`src/rtl/traffic_light_2way_if.sv`:
```
// Lamp, countdown and stop-request bundle for the two-road light controller.
// The controller owns the lamps/digit/state code, the environment owns stop.
interface traffic_light_2way_if;
  logic       stop;
  logic       xa;
  logic       va;
  logic       da;
  logic       xb;
  logic       vb;
  logic       db;
  logic [7:0] HEX;
  logic [2:0] c;

  // Environment side: issues the hold request, observes the lamps
  modport master (
    output stop,
    input  xa, va, da, xb, vb, db, HEX, c
  );

  // Controller side
  modport slave (
    input  stop,
    output xa, va, da, xb, vb, db, HEX, c
  );
endinterface

```
`src/rtl/traffic_light_2way.sv`:
```
// Two-road intersection light controller. Phases cycle A green, A yellow,
// all-red clearance, B green, B yellow, all-red clearance. A stop request
// cuts the current green short and parks the intersection all-red in HOLD.
// Phase lengths are counted in ticks produced by a TICK_DIV prescaler; the
// remaining ticks of the current phase are shown on an active-low digit.
module traffic_light_2way #(
  parameter int unsigned GREEN_T  = 6,
  parameter int unsigned YELLOW_T = 2,
  parameter int unsigned CLEAR_T  = 1,
  parameter int unsigned TICK_DIV = 1
) (
  input  logic                 ck,
  input  logic                 rs,
  traffic_light_2way_if.slave  bus
);

  localparam int unsigned PW = (TICK_DIV > 1) ? $clog2(TICK_DIV) : 1;

  localparam logic [3:0]    GREEN_R  = 4'(GREEN_T);
  localparam logic [3:0]    YELLOW_R = 4'(YELLOW_T);
  localparam logic [3:0]    CLEAR_R  = 4'(CLEAR_T);
  localparam logic [PW-1:0] PRE_LAST = PW'(TICK_DIV - 1);

  typedef enum logic [2:0] {
    A_GRN  = 3'd0,
    A_YEL  = 3'd1,
    CLR_AB = 3'd2,
    B_GRN  = 3'd3,
    B_YEL  = 3'd4,
    CLR_BA = 3'd5,
    HOLD   = 3'd6
  } state_e;

  // Lamp vector order is {xa, va, da, xb, vb, db}; all-red is the fallback.
  function automatic logic [5:0] lamps_of(input state_e s);
    case (s)
      A_GRN:   lamps_of = 6'b100_001;
      A_YEL:   lamps_of = 6'b010_001;
      B_GRN:   lamps_of = 6'b001_100;
      B_YEL:   lamps_of = 6'b001_010;
      default: lamps_of = 6'b001_001;
    endcase
  endfunction

  // Active-low digit {dp,g,f,e,d,c,b,a}; blank for anything outside 1..9.
  function automatic logic [7:0] seg7(input logic [3:0] v);
    case (v)
      4'd1:    seg7 = 8'hF9;
      4'd2:    seg7 = 8'hA4;
      4'd3:    seg7 = 8'hB0;
      4'd4:    seg7 = 8'h99;
      4'd5:    seg7 = 8'h92;
      4'd6:    seg7 = 8'h82;
      4'd7:    seg7 = 8'hF8;
      4'd8:    seg7 = 8'h80;
      4'd9:    seg7 = 8'h90;
      default: seg7 = 8'hFF;
    endcase
  endfunction

  state_e        state_q, state_d;
  logic [3:0]    rem_q,   rem_d;
  logic [PW-1:0] pre_q,   pre_d;
  logic          last_q,  last_d;
  logic [5:0]    lamps_q, lamps_d;
  logic [7:0]    hex_q,   hex_d;

  logic tick;
  logic expire;

  assign tick   = (pre_q == PRE_LAST);
  assign expire = tick && (rem_q <= 4'd1);

  // Next phase, countdown and prescaler; outputs decoded from the next state
  // so the lamps and digit come straight out of flops.
  always_comb begin
    // NOTE: every variable gets a default before the case so no path leaves it unassigned, which would infer a latch.
    state_d = state_q;
    rem_d   = (tick && rem_q > 4'd1) ? rem_q - 4'd1 : rem_q;
    pre_d   = tick ? '0 : pre_q + PW'(1);
    last_d  = last_q;

    case (state_q)
      A_GRN: begin
        if (bus.stop || expire) begin
          state_d = A_YEL;
          rem_d   = YELLOW_R;
        end
      end
      A_YEL: begin
        if (expire) begin
          state_d = CLR_AB;
          rem_d   = CLEAR_R;
          last_d  = 1'b0;
        end
      end
      CLR_AB: begin
        if (expire) begin
          state_d = bus.stop ? HOLD : B_GRN;
          rem_d   = bus.stop ? 4'd0 : GREEN_R;
        end
      end
      B_GRN: begin
        if (bus.stop || expire) begin
          state_d = B_YEL;
          rem_d   = YELLOW_R;
        end
      end
      B_YEL: begin
        if (expire) begin
          state_d = CLR_BA;
          rem_d   = CLEAR_R;
          last_d  = 1'b1;
        end
      end
      CLR_BA: begin
        if (expire) begin
          state_d = bus.stop ? HOLD : A_GRN;
          rem_d   = bus.stop ? 4'd0 : GREEN_R;
        end
      end
      HOLD: begin
        // Resume with the road that did not have the last green.
        rem_d = 4'd0;
        pre_d = '0;
        if (!bus.stop) begin
          state_d = last_q ? A_GRN : B_GRN;
          rem_d   = GREEN_R;
        end
      end
      default: begin
        state_d = A_GRN;
        rem_d   = GREEN_R;
      end
    endcase

    // Every phase starts with a fresh prescaler so it lasts duration*TICK_DIV.
    if (state_d != state_q) pre_d = '0;

    lamps_d = lamps_of(state_d);
    hex_d   = (state_d == HOLD) ? 8'hBF : seg7(rem_d);
  end

  // State, counters and registered outputs; synchronous reset wins over stop.
  always_ff @(posedge ck) begin
    // NOTE: non-blocking assignments make every flop sample pre-edge values, so ordering inside the block does not matter.
    if (rs) begin
      state_q <= A_GRN;
      rem_q   <= GREEN_R;
      pre_q   <= '0;
      last_q  <= 1'b0;
      lamps_q <= lamps_of(A_GRN);
      hex_q   <= seg7(GREEN_R);
    end else begin
      state_q <= state_d;
      rem_q   <= rem_d;
      pre_q   <= pre_d;
      last_q  <= last_d;
      lamps_q <= lamps_d;
      hex_q   <= hex_d;
    end
  end

  assign bus.c = state_q;
  assign {bus.xa, bus.va, bus.da, bus.xb, bus.vb, bus.db} = lamps_q;
  assign bus.HEX = hex_q;

endmodule

```
`src/flat_wrapper.sv`:
```
// flat-port wrapper written by rule: the top's interface ports become plain ports
module traffic_light_2way_flat 
#(
  parameter int unsigned GREEN_T  = 6,
  parameter int unsigned YELLOW_T = 2,
  parameter int unsigned CLEAR_T  = 1,
  parameter int unsigned TICK_DIV = 1
)
  (ck, rs, bus_stop, bus_xa, bus_va, bus_da, bus_xb, bus_vb, bus_db, bus_HEX, bus_c);
  traffic_light_2way_if bus_i ();
  input  logic ck;
  input  logic rs;
  input wire logic [$bits(bus_i.stop)-1:0] bus_stop;
  output wire logic [$bits(bus_i.xa)-1:0] bus_xa;
  output wire logic [$bits(bus_i.va)-1:0] bus_va;
  output wire logic [$bits(bus_i.da)-1:0] bus_da;
  output wire logic [$bits(bus_i.xb)-1:0] bus_xb;
  output wire logic [$bits(bus_i.vb)-1:0] bus_vb;
  output wire logic [$bits(bus_i.db)-1:0] bus_db;
  output wire logic [$bits(bus_i.HEX)-1:0] bus_HEX;
  output wire logic [$bits(bus_i.c)-1:0] bus_c;
  assign bus_i.stop = bus_stop;
  assign bus_xa = bus_i.xa;
  assign bus_va = bus_i.va;
  assign bus_da = bus_i.da;
  assign bus_xb = bus_i.xb;
  assign bus_vb = bus_i.vb;
  assign bus_db = bus_i.db;
  assign bus_HEX = bus_i.HEX;
  assign bus_c = bus_i.c;
  traffic_light_2way #(.GREEN_T(GREEN_T), .YELLOW_T(YELLOW_T), .CLEAR_T(CLEAR_T), .TICK_DIV(TICK_DIV)) u_core (.ck(ck), .rs(rs), .bus(bus_i));
endmodule
```
`config.mk`:
```
export PLATFORM = sky130hd
export DESIGN_NAME = traffic_light_2way_flat
export DESIGN_NICKNAME = d
export VERILOG_FILES = /design/src/rtl/traffic_light_2way_if.sv /design/src/rtl/traffic_light_2way.sv /design/src/flat_wrapper.sv
export SDC_FILE = /design/constraint.sdc
export NUM_CORES = 1
export LEC_CHECK = 0
export BUFFER_PORTS_ARGS = -buffer_cell sky130_fd_sc_hd__buf_2
export CAP_MARGIN = 20
export CORE_ASPECT_RATIO = 0.6
export CORE_MARGIN = 8
export CORE_UTILIZATION = 55
export CTS_CLUSTER_DIAMETER = 60
export DETAILED_ROUTE_END_ITERATION = 8
export HOLD_SLACK_MARGIN = 0.08
export PLACE_DENSITY = 0.76
export SYNTH_ARGS = -nofsm -noshare
export SYNTH_HDL_FRONTEND = slang
export SYNTH_SLANG_ARGS = --single-unit
```
`constraint.sdc`:
```
create_clock -name ck -period 3.8 [get_ports ck]
set_clock_uncertainty 0.2 [all_clocks]
set_input_delay 0.57 -clock ck [delete_from_list [all_inputs] [get_ports ck]]
set_output_delay 0.57 -clock ck [all_outputs]
set_load 0.1 [all_outputs]
```
# == Word level (Yosys, flattened, before mapping) ==
# Memories as Yosys holds them, arrays and structs flattened.
# Cells that the tools add are included.
# totals
regBits,23
latchBits,0
ramBits,0
romBits,112
inputBits,3
out_inout_bits,17
wordCells,60
mem_count,1
# op_classes
n_addsub,2
mul,0
n_div,0
n_lt_le_gt_ge,2
eq_ne,13
shifts,0
n_mux,22
bitwise,1
reduce_logical,12
# memory_table
memory,depth,width,read_ports,rd_clocked_by_memory_dff,write_ports,line_no,text
(name not given),16,7,1,0,0,traffic_light_2way.sv:47,case (v)
# ops
op,count
two-way mux 3 bit,10
case mux 6 bit (4 select lines),1
case mux 3 bit (7 select lines),1
two-way mux 4 bit,4
case mux 4 bit (4 select lines),1
"== test 3 bit, second input constant",5
"== test 3 x 2 -> 1 bit, second input constant",3
OR reduction 2 bit,4
"== test 3 x 1 -> 1 bit, second input constant",2
zero test 3 bit,2
two-way mux 6 bit,1
"greater-than comparator 4 x 1 -> 1 bit, second input constant",1
"<= comparator 4 x 1 -> 1 bit, second input constant",1
"!= test 2 x 1 -> 1 bit, second input constant",2
OR reduction 4 bit,1
"subtractor 4 x 1 -> 4 bit, second input constant",1
!= test 3 bit,1
AND reduction 3 bit,1
logical AND 1 bit,2
two-way mux 1 bit,2
two-way mux 2 bit,1
case mux 1 bit (2 select lines),1
nonzero test 2 bit,1
"adder 1 bit, second input constant",1
2 further kinds,2

# == Depth between registers and ports, before layout ==
# Gate-level depths: netlist (run 1).
# logic_depth
depth_word,7
mapped_depth,11
ltp_nobuf,11

# == Worst setup path before layout (run 1) ==
# Ideal clock, no wire load.
# synth_path
path_kind,register to register
start,"reg u_core.state_q[2], in the netlist u_core.bus.c[2]"
end,"reg u_core.hex_q[2], in the netlist u_core.bus.HEX[2]"
setup_time_ns,0.074
arrival_ns,2.655
t_required_ns,3.526
path_slack_ns,0.871
path_stages_with_launch,10
n_path_buf,1
synth_period_minus_slack_ns,2.929
path_cell_list,dfxtp_1 -> buf_2 -> nand3_1 -> a21oi_1 -> nor2_1 -> o22ai_1 -> ha_1 -> nor2_1 -> or3_1 -> a31oi_1
# synth_between
elab_chain_len,5
word_cells_on_any_way,22
cone_classes,eq/ne: 7; mux: 10; reduce/logical: 4; memory: 1
# synth_rtl
item,line_no,text
"start, declared",traffic_light_2way.sv:61,"state_e state_q, state_d;"
"start signal, assigned",traffic_light_2way.sv:155,state_q <= state_d;
== test 3 x 2 -> 1 bit (tied with other cells),traffic_light_2way.sv:83,case (state_q)
OR reduction 2 bit (no line),--,
case mux 4 bit (4 select lines),traffic_light_2way.sv:83,
memory read (16 x 7 bit),--,
two-way mux 6 bit *,traffic_light_2way.sv:141,hex_d = (state_d == HOLD) ? 8'hBF : seg7(rem_d);
"end signal, assigned",traffic_light_2way.sv:153,hex_q <= seg7(GREEN_R);
"end, declared",traffic_light_2way.sv:66,"logic [7:0] hex_q, hex_d;"
# Mark *: on every way between the ends. The rest lies on a longest branch, timed or not.
# A chain may end at the register's enable or synchronous reset.

# == Worst setup path in the final report (run 1) ==
# layout_path
start,reg u_core.rem_q[1]
end,"reg u_core.hex_q[2], in the netlist u_core.bus.HEX[2]"
# layout_between
elab_chain_len,7
word_cells_on_any_way,21
cone_classes,add/sub: 1; order compare: 2; eq/ne: 1; mux: 13; reduce/logical: 3; memory: 1
# layout_rtl
item,line_no,text
"start, declared",traffic_light_2way.sv:62,"logic [3:0] rem_q, rem_d;"
"start signal, assigned",traffic_light_2way.sv:156,rem_q <= rem_d;
greater-than comparator 4 x 1 -> 1 bit or <= comparator 4 x 1 -> 1 bit (tied branches),"traffic_light_2way.sv:79, traffic_light_2way.sv:72",
"logical AND 1 bit, on equally long branches","traffic_light_2way.sv:79, traffic_light_2way.sv:72",
two-way mux 4 bit or logical OR 1 bit (tied branches),"traffic_light_2way.sv:79, traffic_light_2way.sv:85, traffic_light_2way.sv:104",
two-way mux 4 bit (tied with other cells),"traffic_light_2way.sv:98, traffic_light_2way.sv:117",
case mux 4 bit (4 select lines) or case mux 3 bit (7 select lines) (tied branches),traffic_light_2way.sv:83,
memory read (16 x 7 bit) or == test 3 bit (tied branches),--,
two-way mux 6 bit *,traffic_light_2way.sv:141,
# Marked as above.

==> results.md, run 1 <==
* Drt wl/cell at 16.7 um
* Hold_buf cts at 0
* Setup slack, reg-to-reg at 0.86 ns
* Post-synth EDFFs at 0
* Post-synthesis adder-cell area fraction at 5.68%
* Clock tree buffer depth at 2
* Peak VDD IR at 0.315 mV
* Final setup fails at 0
* Root Buffer: clkbuf_8
* HPWL after DPL at 2510 um
* Final ANT Viol Nets at 0
* Worst hold path type: flip-flop to flip-flop
* CTS H-tree depth at 1
* Num rows at 13
* RR Endpoint: u_core.bus.HEX[2]$_SDFF_PP0_
* Finished Cell Area at 0.00148 mm^2
* Switching Share at 40.0%
* Largest family of logic cells by synthesized area: compound AO/OA/AOI/OAI gates
* Worst Max-Slew Pin Slew at 0.589 ns
* Vias in the first global route at 1097
* Post-CTS Resized at 0
* P_sw at 0.000305 W
* Seq/Total Area, Yosys at 33.3%
* Int Pwr at 0.000457 W
* Distinct cells, synth at 52
* Critical path origin: u_core.rem_q[1]$_SDFF_PP1_
* Crit path required time at 3.79 ns
* Startpoint Class: flip-flop
* Drt total wl at 3350 um
* Setup CP Type: flip-flop to flip-flop
* Initial antenna violation count at 0
* Drt initial violations at 180
* Multi-input logic area at 802 um^2
* Gr ovfl total at 0
* Synthesized net count at 164
* Tot GR Track Use at 16.1%
* Die Span Y at 54.0 um
* Status: complete, no violations
* Placed cell areas at 0.00140 mm^2
* CP endpoint kind: flip-flop
* Routed via count at 1214
* Filler cell count at 199
* Compound-gate portion of the synthesized area at 29.9%
* Xor/xnor share of the synthesized area at 0.663%
* Io pins at 20
* First-pass GRT wire length at 5440 um
* Cell count of the worst reg-to-reg path at 11
* I/O Buffers at 18
* Hold EP: u_core.last_q$_SDFFE_PP0P_
* # diodes at 0
* Layout cell share with drive strength beyond 1 at 21.2%
* WHS Path Cells at 2
* Yosys reg bits at 22
* Share of power burned in registers at 34.9%
* Synth warn at 0
* Largest net degree at the start of global routing at 18
* Hold_sp: u_core.last_q$_SDFFE_PP0P_
* Syn avg cell area at 8.52 um^2
* Clk pwr share at 28.8%
* Post-Synthesis Cells at 155
* Routability cong. at 0.947
* Pwr dens at 517 mW/mm^2
* Mean number of vias per cell at 6.07
* Fin crit period at 2.94 ns
* Post-synthesis instance area at 0.00132 mm^2
* Worst R2R Start: u_core.rem_q[1]$_SDFF_PP1_
* Max-slew violations at 0
* Fin crit share at 77.3%
* Die W at 79.3 um
* Post-synthesis mux area share at 2.65%
* Logic pwr share at 36.3%
* Leakage at 0.592 nW
* TritonRoute pass-1 iters at 4
* Core Area at 0.00221 mm^2
* Die Area at 0.00428 mm^2
* NumNets Final at 180
* Async SR Flop Fraction at 0%
* Max-cap violations at 0
* CP max FO at 5
* Number of CTS-inserted buffers at 3
* Clock transition at the registers of the reported paths at 0.08 ns
* Postcts setup bufs at 0
* RSZ-0062 raised after global routing: no
* Final hold violation count at 0
* Initial Util at 59.7%
* CTS tree: done
* Max transition margin at 60.7%
* Register area at 440 um^2
* Most used DFF post-synth: dfxtp_1
* Clk_lat worst skew at 0.26 ns
* Max Fclk at 341 MHz
* Critical Path AT at 2.93 ns
* Layout Area Growth over Synthesis at 11.6%
* Clock Sinks at 22
* Setup TNS at 0 ns
* Simple-gate share of the synthesized area at 21.2%
* DRC viols at 0
==> worst max-delay path by stage <==
stage | end
global route | u_core.bus.HEX[3]$_SDFF_PP0_
global placement | u_core.bus.HEX[2]$_SDFF_PP0_
finish | u_core.bus.HEX[2]$_SDFF_PP0_
floorplan | u_core.bus.HEX[2]$_SDFF_PP0_
detailed placement | u_core.bus.HEX[2]$_SDFF_PP0_
CTS | u_core.bus.HEX[2]$_SDFF_PP0_
==> logic make-up after synthesis <==
logic type	count (synthesis)
and+or+nand+nor	55
DFF	22
xor gates and xnor gates	1
adders and majority gates	6
other	2
buffers and inverters	16
muxes	3
AOI/OAI and AO/OA	50
==> cell usage after synthesis, types with 6 or more instances <==
master	instances	area (um^2)
a21oi_1	11	55.1
inv_1	7	26.3
nor2_1	19	71.3
o21ai_0	6	30.0
nand2_1	14	52.6
dfxtp_1	22	440
ha_1	6	75.1
==> cell type report <==
| cell class | instances | share of cell area (%) |
|---|---|---|
| inverter | 9 | 2.29 |
| clock buffer | 3 | 2.80 |
| clock inverter | 1 | 2.04 |
| timing repair buffer | 18 | 6.11 |
| multi-input combinational | 117 | 54.4 |
| tap | 30 | 2.54 |
| sequential | 22 | 29.9 |
==> cell usage in the layout, fill, tap and decap left out, types with 3 or more instances in the layout <==
master | Yosys | routed
dfxtp_1 | 22 | 22
nor2_1 | 19 | 19
buf_2 | 3 | 18
nand2_1 | 14 | 14
a21oi_1 | 11 | 11
inv_1 | 7 | 7
o21ai_0 | 6 | 6
ha_1 | 6 | 6
or3_1 | 3 | 3
o22ai_1 | 3 | 3
nand3_1 | 3 | 3
nor2b_1 | 3 | 3
a211oi_1 | 3 | 3
a31oi_1 | 3 | 3
clkbuf_8 | 0 | 3
==> per-layer routing <==
metal | GRT usage (%) | share of wire (%) | vias up
li1 | - | - | 582
met1 | 21.2 | 46 | 562
met2 | 25.6 | 44 | 64
met3 | 4.98 | 9.7 | 6
met4 | 2.74 | 0.54 | 0
met5 | 0 | 0 | -
==> flip-flops by register name, summed over array words and instances (netlist names) <==
signal,flops
u_core.last_q,1
u_core.rem_q,4
u_core.bus.c,3
u_core.bus.HEX,7
u_core.lamps_q,6
u_core.pre_q,1
==> metrics by stage <==
stage	setup slack (ns)	std cells	hold slack, ns	utilization, %	power (W)
after global routing	0.678	200	0.408	66.7	0.000796
final	0.864	200	0.384	66.7	0.000762
after detailed placement	0.911	196	0.356	63.5	0.000545
after CTS	0.877	200	0.377	66.7	0.000763
after floorplan	0.871	155	0.313	-	0.000502
after global placement	1.04	196	0.348	63.5	0.000539
==> worst max-delay path, stage by stage, from the launching register on <==
cell and delay (ns):
dfxtp_1 0.35, inv_1 0.12, ha_1 0.27, o21ba_2 0.20, nand3_1 0.16, a21oi_1 0.22, nor2_1 0.06, o22ai_1 0.46
ha_1 0.29, nor2_1 0.05, or3_1 0.32, a31oi_1 0.17
==> power groups by stage <==
stage | sequential, W | clock, W | combinational (W)
floorplan | 0.000386 | 0 | 0.000116
CTS | 0.000266 | 0.000223 | 0.000275
global placement | 0.000270 | 0 | 0.000268
detailed placement | 0.000271 | 0 | 0.000274
global route | 0.000269 | 0.000236 | 0.000291
finish | 0.000266 | 0.000220 | 0.000276
Power figures use the tool's default switching activity.
==> run 2, diff against run 1 <==
==> constraint.sdc (replaced) <==
create_clock -name ck -period 2.83 [get_ports ck]
set_clock_uncertainty 0.2 [all_clocks]
set_input_delay 0.4245 -clock ck [delete_from_list [all_inputs] [get_ports ck]]
set_output_delay 0.4245 -clock ck [all_outputs]
set_load 0.1 [all_outputs]
==> run 2 against run 1 <==
- routed wire length rose by 4.6%
- combinational power rose by 45%
- clock-buffer cell count did not move
- global-route usage rose by 0.41 points
- sequential share of layout area fell by 1.3 points
==> results.md, run 2 (synthesis gave the netlist of run 1 again) <==
* CTS tree: done
* Max Fclk at 365 MHz
* Multi-input logic area at 823 um^2
* Commonest non-fill, non-tap cells in the layout: 19 x nor2_1, 18 x buf_2, 18 x dfxtp_1
* Final setup fails at 0
* Critical path's slowest cell: dfxtp_2
* Hold_buf cts at 0
* CTS H-tree depth at 1
* Commonest non-fill, non-tap cell in the layout: nor2_1
* Setup CP Type: flip-flop to flip-flop
* NumNets Final at 188
* DP Cell Count at 200
* Number of CTS-inserted buffers at 3
* Vias in the first global route at 1062
* Layout cell share with drive strength beyond 1 at 30.3%
* Clock tree buffer depth at 2
* Switching Share at 39.8%
* Gr ovfl total at 0
* Clk pwr share at 28.2%
* CP dominant cell by count: ha_2
* Int Pwr at 0.000637 W
* Io pins at 20
* # diodes at 0
* Largest net degree at the start of global routing at 18
* Worst hold path type: input port to flip-flop
* CP endpoint kind: flip-flop
* Fin crit share at 96.9%
* Critical Path AT at 2.73 ns
* Max-slew violations at 0
* Leakage at 0.634 nW
* Max-cap violations at 0
* Final hold violation count at 0
* Die Area at 0.00428 mm^2
* Top Family by Delay on Critical Path: compound AO/OA/AOI/OAI gates
* Peak VDD IR at 0.403 mV
* Layout Area Growth over Synthesis at 18.2%
* Total power at 0.00106 W
* Setup TNS at 0 ns
* Filler cell count at 180
* Max reg flops at 7
* First-pass GRT wire length at 5510 um
* Routability cong. at 0.961
* Routed via count at 1227
* CP Buf/Inv Count at 1
* Pwr dens at 677 mW/mm^2
* Non-filler instance count after layout at 208
* Clock transition at the registers of the reported paths at 0.08 ns
* DRC viols at 0
* HPWL after DPL at 2520 um
* Tot GR Track Use at 16.5%
* Worst Max-Slew Pin Slew at 0.506 ns
* Startpoint Class: flip-flop
* Initial Util at 59.7%
* Drt initial violations at 128
* Setup slack, reg-to-reg at 0.09 ns
* TritonRoute pass-1 iters at 6
* Clock Sinks at 22
* Mean number of vias per cell at 5.90
* Status: complete, no violations
* Final hold slack at 0.277 ns
* Num rows at 13
* Layout Utilization at 70.6%
* Share of power burned in registers at 34.0%
* Register area at 445 um^2
* P_sw at 0.000421 W
* Crit path required time at 2.82 ns
* Drt wl/cell at 16.8 um
* Logic pwr share at 37.8%
* CP cell instances: inv_1, ha_2, o21bai_4, o21bai_2, mux2_4, o32ai_4, ha_2, nor2_1, or3_1, a31oi_1
* Die W at 79.3 um
* Root Buffer: clkbuf_8
* Final ANT Viol Nets at 0
* Crit-path max cell delay at 0.39 ns
* Core Area at 0.00221 mm^2
* Die Span Y at 54.0 um
* Clk_lat worst skew at 0.27 ns
* Fin crit period at 2.74 ns
* Max transition margin at 66.0%
* Initial antenna violation count at 0
* CP max FO at 7
* Drt total wl at 3500 um
* I/O Buffers at 18
==> run 2: stage by stage <==
stage          setup slack, ns  cell area [um^2]
2_1_floorplan           0.0140              1320
3_3_place_gp             0.160              1440
3_5_place_dp            0.0277              1440
4_1_cts                0.00734              1510
5_1_grt                -0.0283              1560
6_report                0.0873              1560
==> run 2: worst paths after layout <==
path | from | to | cells after the start
setup / recovery | u_core.rem_q[0]$_SDFF_PP0_ | u_core.bus.HEX[2]$_SDFF_PP0_ | 10
hold / removal | rs | u_core.rem_q[0]$_SDFF_PP0_ | 2
setup reg to reg | u_core.rem_q[0]$_SDFF_PP0_ | u_core.bus.HEX[2]$_SDFF_PP0_ | 10
hold reg to reg | u_core.last_q$_SDFFE_PP0P_ | u_core.last_q$_SDFFE_PP0P_ | 2
==> run 2: area by class of cell <==
type	instances	area share, %
Tap cell	30	2.40
Timing Repair Buffer	26	9.62
Inverter	9	2.16
Clock buffer	3	2.64
Clock inverter	1	1.92
Sequential cell	22	28.5
Multi-Input combinational cell	117	52.7
==> run 2: power by group through the flow <==
| stage | clock [W] | sequential [W] | combinational [W] |
|---|---|---|---|
| after floorplan | 0 | 0.000518 | 0.000156 |
| final | 0.000298 | 0.000359 | 0.000400 |
| after CTS | 0.000305 | 0.000357 | 0.000375 |
| after detailed placement | 0 | 0.000364 | 0.000372 |
| after global placement | 0 | 0.000363 | 0.000367 |
| after global routing | 0.000318 | 0.000363 | 0.000419 |
==> run 2: repair_timing <==
| item | in CTS | in global routing |
|---|---|---|
| setup buffers | 0 | 4 |
| gates resized for setup | 0 | 8 |
| endpoints found under the setup margin | 0 | 4 |
==> run 2: layer usage <==
| metal | global-route usage (%) | vias up | part of all wire (%) |
|---|---|---|---|
| li1 | - | 592 | - |
| met4 | 3.66 | 0 | 0.83 |
| met3 | 5.32 | 5 | 11 |
| met5 | 0 | - | 0 |
| met1 | 23.6 | 557 | 48 |
| met2 | 23.2 | 73 | 41 |
